--- src/rtl/mips_bus_arbiter.sv ---
// Two-master Avalon-style bus arbiter for mips_cpu_bus: m0 = instruction fetch, m1 = load/store.
// Optional macro MIPS_BUS_ARB_ROUND_ROBIN_EN selects round-robin tie-break instead of fixed m1 priority.
module mips_bus_arbiter #(
  parameter int unsigned TIMEOUT_CYCLES = 1023,
  parameter int unsigned TO_W           = 10
) (
  input  logic        clk,
  input  logic        reset,
  input  logic [31:0] m0_address,
  input  logic        m0_read,
  input  logic        m0_write,
  input  logic [31:0] m0_writedata,
  input  logic [3:0]  m0_byteenable,
  output logic        m0_waitrequest,
  output logic [31:0] m0_readdata,
  input  logic [31:0] m1_address,
  input  logic        m1_read,
  input  logic        m1_write,
  input  logic [31:0] m1_writedata,
  input  logic [3:0]  m1_byteenable,
  output logic        m1_waitrequest,
  output logic [31:0] m1_readdata,
  output logic [31:0] address,
  output logic        read,
  output logic        write,
  output logic [31:0] writedata,
  output logic [3:0]  byteenable,
  input  logic        waitrequest,
  input  logic [31:0] readdata,
  output logic [1:0]  grant,
  output logic        bus_timeout
);

  localparam logic [TO_W-1:0] TO_LIM = TO_W'(TIMEOUT_CYCLES);

  // State encoding doubles as the one-hot grant vector.
  typedef enum logic [1:0] {
    IDLE = 2'b00,
    OWN0 = 2'b01,
    OWN1 = 2'b10
  } state_e;

  state_e          state_q;
  logic            last_grant_q;  // 1 = m1 was granted last
  logic [TO_W-1:0] stall_q;
  logic [TO_W-1:0] stall_d;
  logic            bus_timeout_q;

  logic m0_req;
  logic m1_req;
  logic own_req;
  logic tie_m1;

  assign m0_req = m0_read | m0_write;
  assign m1_req = m1_read | m1_write;

`ifdef MIPS_BUS_ARB_ROUND_ROBIN_EN
  assign tie_m1 = ~last_grant_q;
`else
  logic unused_last_grant;
  assign tie_m1            = 1'b1;
  assign unused_last_grant = last_grant_q;
`endif

  assign stall_d     = stall_q + TO_W'(1);
  assign grant       = 2'(state_q);
  assign bus_timeout = bus_timeout_q;

  always_comb begin
    own_req = 1'b0;
    case (state_q)
      OWN0:    own_req = m0_req;
      OWN1:    own_req = m1_req;
      default: own_req = 1'b0;
    endcase
  end

  // Arbitration FSM, last-grant tracking and stall watchdog.
  always_ff @(posedge clk or posedge reset) begin
    if (reset) begin
      state_q       <= IDLE;
      last_grant_q  <= 1'b1;
      stall_q       <= '0;
      bus_timeout_q <= 1'b0;
    end else begin
      case (state_q)
        IDLE: begin
          stall_q <= '0;
          if (m1_req && (!m0_req || tie_m1)) begin
            state_q      <= OWN1;
            last_grant_q <= 1'b1;
          end else if (m0_req) begin
            state_q      <= OWN0;
            last_grant_q <= 1'b0;
          end
        end
        OWN0, OWN1: begin
          if (!own_req || !waitrequest) begin
            state_q <= IDLE;
            stall_q <= '0;
          end else if (TIMEOUT_CYCLES != 0 && stall_q != TO_LIM) begin
            stall_q <= stall_d;
            if (stall_d == TO_LIM) bus_timeout_q <= 1'b1;
          end
        end
        default: begin
          state_q <= IDLE;
          stall_q <= '0;
        end
      endcase
    end
  end

  // Bus mux follows the owner; write wins over a simultaneous read.
  always_comb begin
    address        = '0;
    read           = 1'b0;
    write          = 1'b0;
    writedata      = '0;
    byteenable     = '0;
    m0_waitrequest = 1'b1;
    m1_waitrequest = 1'b1;
    m0_readdata    = '0;
    m1_readdata    = '0;
    case (state_q)
      OWN0: begin
        address        = m0_address;
        read           = m0_read & ~m0_write;
        write          = m0_write;
        writedata      = m0_writedata;
        byteenable     = m0_byteenable;
        m0_waitrequest = ~(m0_req & ~waitrequest);
        m0_readdata    = readdata;
      end
      OWN1: begin
        address        = m1_address;
        read           = m1_read & ~m1_write;
        write          = m1_write;
        writedata      = m1_writedata;
        byteenable     = m1_byteenable;
        m1_waitrequest = ~(m1_req & ~waitrequest);
        m1_readdata    = readdata;
      end
      default: ;
    endcase
  end

endmodule

--- config.mk ---
export PLATFORM = sky130hd
export DESIGN_NAME = mips_bus_arbiter
export DESIGN_NICKNAME = d
export VERILOG_FILES = /design/src/rtl/mips_bus_arbiter.sv
export SDC_FILE = /design/constraint.sdc
export NUM_CORES = 1
export LEC_CHECK = 0
export CAP_MARGIN = 5
export CORE_AREA = 2 2 123 125
export CTS_BUF_LIST = sky130_fd_sc_hd__clkbuf_4
export DETAILED_ROUTE_END_ITERATION = 10
export DIE_AREA = 0 0 125 127
export HOLD_SLACK_MARGIN = 0.06
export PLACE_DENSITY = 0.56
export SLEW_MARGIN = 20
export SYNTH_ARGS = -nofsm -noshare
export SYNTH_HDL_FRONTEND = slang
export SYNTH_SLANG_ARGS = --single-unit
--- constraint.sdc ---
create_clock -name clk -period 1.9 [get_ports clk]
set_input_delay 0.38 -clock clk [delete_from_list [all_inputs] [get_ports clk]]
set_output_delay 0.38 -clock clk [all_outputs]
set_load 0.03 [all_outputs]
==> qor.txt <==
outcome: complete, but fails checks
failing checks: setup timing
drt first pass iters: 4
via count: 3868
Via-to-Cell Ratio: 4.55
layout cells sized above 1: 61.6%
worst-path maximum fanout: 9
Sink Count: 13
most frequent cells in the layout: clkdlybuf4s50_1, buf_6, a22oi_2
Arr. time, crit path: 1.80 ns
ys flop type: dfrtp_1
final worst setup slack: -0.277 ns
Yosys top cell by area: a22oi_1
VDD IR max: 0.000681 V
Core Region: 0.0144 mm²
most common cell after layout, fill and taps aside: clkdlybuf4s50_1
final count of negative-setup-slack endpoints: 135
Initial Utilization: 16.0%
Synth Register Bits: 13
I/O pins: 314
initial antenna violation count: 0
Power Density: 1410 mW/mm²
Congestion Overflow GR: 0
clock skew: 0.00105 ns
fraction of registers with async set/reset: 100%
CTS H-Tree Depth: 1
Cells after Synth: 323
Syn Nets: 503
CTS tree: built
overall routing resource usage: 18.3%
Layout area overhead: 229%
CTS clk-pin slew, worst paths: 0.08 ns
final wirelength: 16000 µm
CTS Hold Bufs: 0
first-pass GRT wire length: 23300 µm
RSZ-0062 raised after global routing: true
fmax: 459 MHz
CTS buffer count: 3
min Tclk post-route: 2.18 ns
row cnt: 44
synthesized area per cell: 7.14 µm²
Detailed Place HPWL: 11300 µm
Skew-Pair Late Insertion Delay: 0.28 ns
nets: 848
dpl ws: -0.395 ns
max-slew violations: 0
Synth area leaders: a22oi_1, nor2b_1, and2_1
leak pwr: 3.05 nW
Min Hold Slack: 0.424 ns
gpl congestion: 0.822
Antenna Cells: 0
CP required: 1.52 ns
largest net degree at the start of global routing: 36
Final Hold Vio Count: 0
number of max-cap violations: 0
Die ar.: 0.0159 mm²
sequential share of the synthesized area: 14.1%
Tcrit/Tclk final: 115%
IO buf count: 313
Yosys cell types: 37
clock root buffer: clkbuf_4
number of synthesized flops with an enable pin: 0
Worst setup SP type: register
mean routed wirelength per cell: 18.9 µm
Yosys warning total: 0
final core occ: 52.6%
initial DRC count: 66
DR DRC count: 0
Worst Tran Pin Value: 0.510 ns
path category of the worst min-delay check: in -> async
Setup Crit Path Kind: reg -> out
Die W: 125 µm
Die H: 127 µm
number of antenna-violating nets in the routed design: 0
cell area after synthesis: 0.00230 mm²
# fillers: 1259
Worst setup EP type: output pin
Slew HR: 66.0%
post-synth top area share: 22.5%
vias in the first global route: 4070
clock buffer depth: 2
Yosys cell counts (3+ instances only):
master / count
ha_1: 5
nand2_1: 6
dfrtp_1: 13
or2_2: 3
nor2b_1: 69
inv_1: 7
nand4_1: 3
xnor2_1: 6
a22oi_1: 69
a21oi_1: 9
nor2_1: 8
nor3_1: 3
clkbuf_1: 26
o21ai_0: 3
and2_1: 65
per-stage QoR:
| stage | total power (W) | std cells | setup TNS, ns | instance area (µm²) |
|---|---|---|---|---|
| finish | 0.0107 | 851 | -21.95 | 7580 |
| global route | 0.0112 | 851 | -30.94 | 7580 |
| CTS | 0.0103 | 846 | -23.49 | 7300 |
| detailed placement | 0.00722 | 817 | -0.748 | 5800 |
| global placement | 0.00718 | 817 | -0.679 | 5800 |
| floorplan | 0.00438 | 323 | 0 | 2510 |
cell type report:
class                   instances  area [µm²]  share of cell area [%]
well taps                     184         230                    3.04
clock buffers                   4        30.0                   0.396
multi-input cells             272        2650                    35.0
inverters                       7        26.3                   0.347
flip-flops and latches         13         328                    4.32
repair buffers                371        4320                    56.9
timing repair:
item,in CTS,in global routing
endpoints found under the setup margin,134,136
cloned,12,5
resized for setup,271,64
pin swaps,4,7
setup buffers,13,4
report_power, final:
part,leakage (nW),internal (W),switching [W],total (W)
clock network,0.0184,0.0000959,0.0000994,0.000195
logic,2.85,0.00545,0.00474,0.0102
registers,0.176,0.000304,0.0000183,0.000322
total,3.05,0.00585,0.00486,0.0107
metal layers:
| layer | vias up | GRT usage (%) | routed length (µm) |
|---|---|---|---|
| met1 | 1838 | 19.9 | 5800 |
| met3 | 20 | 5.99 | 1380 |
| li1 | 1830 | - | - |
| met5 | - | 0 | 0 |
| met2 | 180 | 35.4 | 8600 |
| met4 | 0 | 2.61 | 265 |
logic make-up (layout without fill, tap and decap cells):
group	Yosys count	after routing	share of synthesized area [%]
buffers and inverters	38	382	6.62
DFF	13	13	14.1
AOI/OAI and AO/OA	93	93	29.6
adders and majority gates	5	5	2.71
and+or+nand+nor	167	167	44.3
xor gates and xnor gates	7	7	2.66
path summary, 6_finish.rpt:
| kind | start | endpoint | slack [ns] | cells after the start |
|---|---|---|---|---|
| worst max-delay path | grant[0] | writedata[3] | -0.28 | 7 |
| worst min-delay path | reset | stall_q[8] | 0.42 | 2 |
| worst max register to register | grant[1] | stall_q[1] | 0.18 | 8 |
| worst min register to register | bus_timeout | bus_timeout | 0.49 | 1 |
| max in group asynchronous | reset | grant[0] | 1.11 | 2 |
| min in group clk | bus_timeout | bus_timeout | 0.49 | 1 |
critical path, stage by stage, from the launching register on:
cell       delay [ns]
dfrtp_2          0.42
buf_6            0.13
ha_4             0.20
buf_12           0.16
clkbuf_16        0.17
a22oi_2          0.23
nor2b_4          0.06
buf_6            0.14
sequential cells by signal, indices dropped and copies added (netlist names):
signal       flops
bus_timeout      1
grant            2
stall_q         10
(Power assumes the default switching activity.)
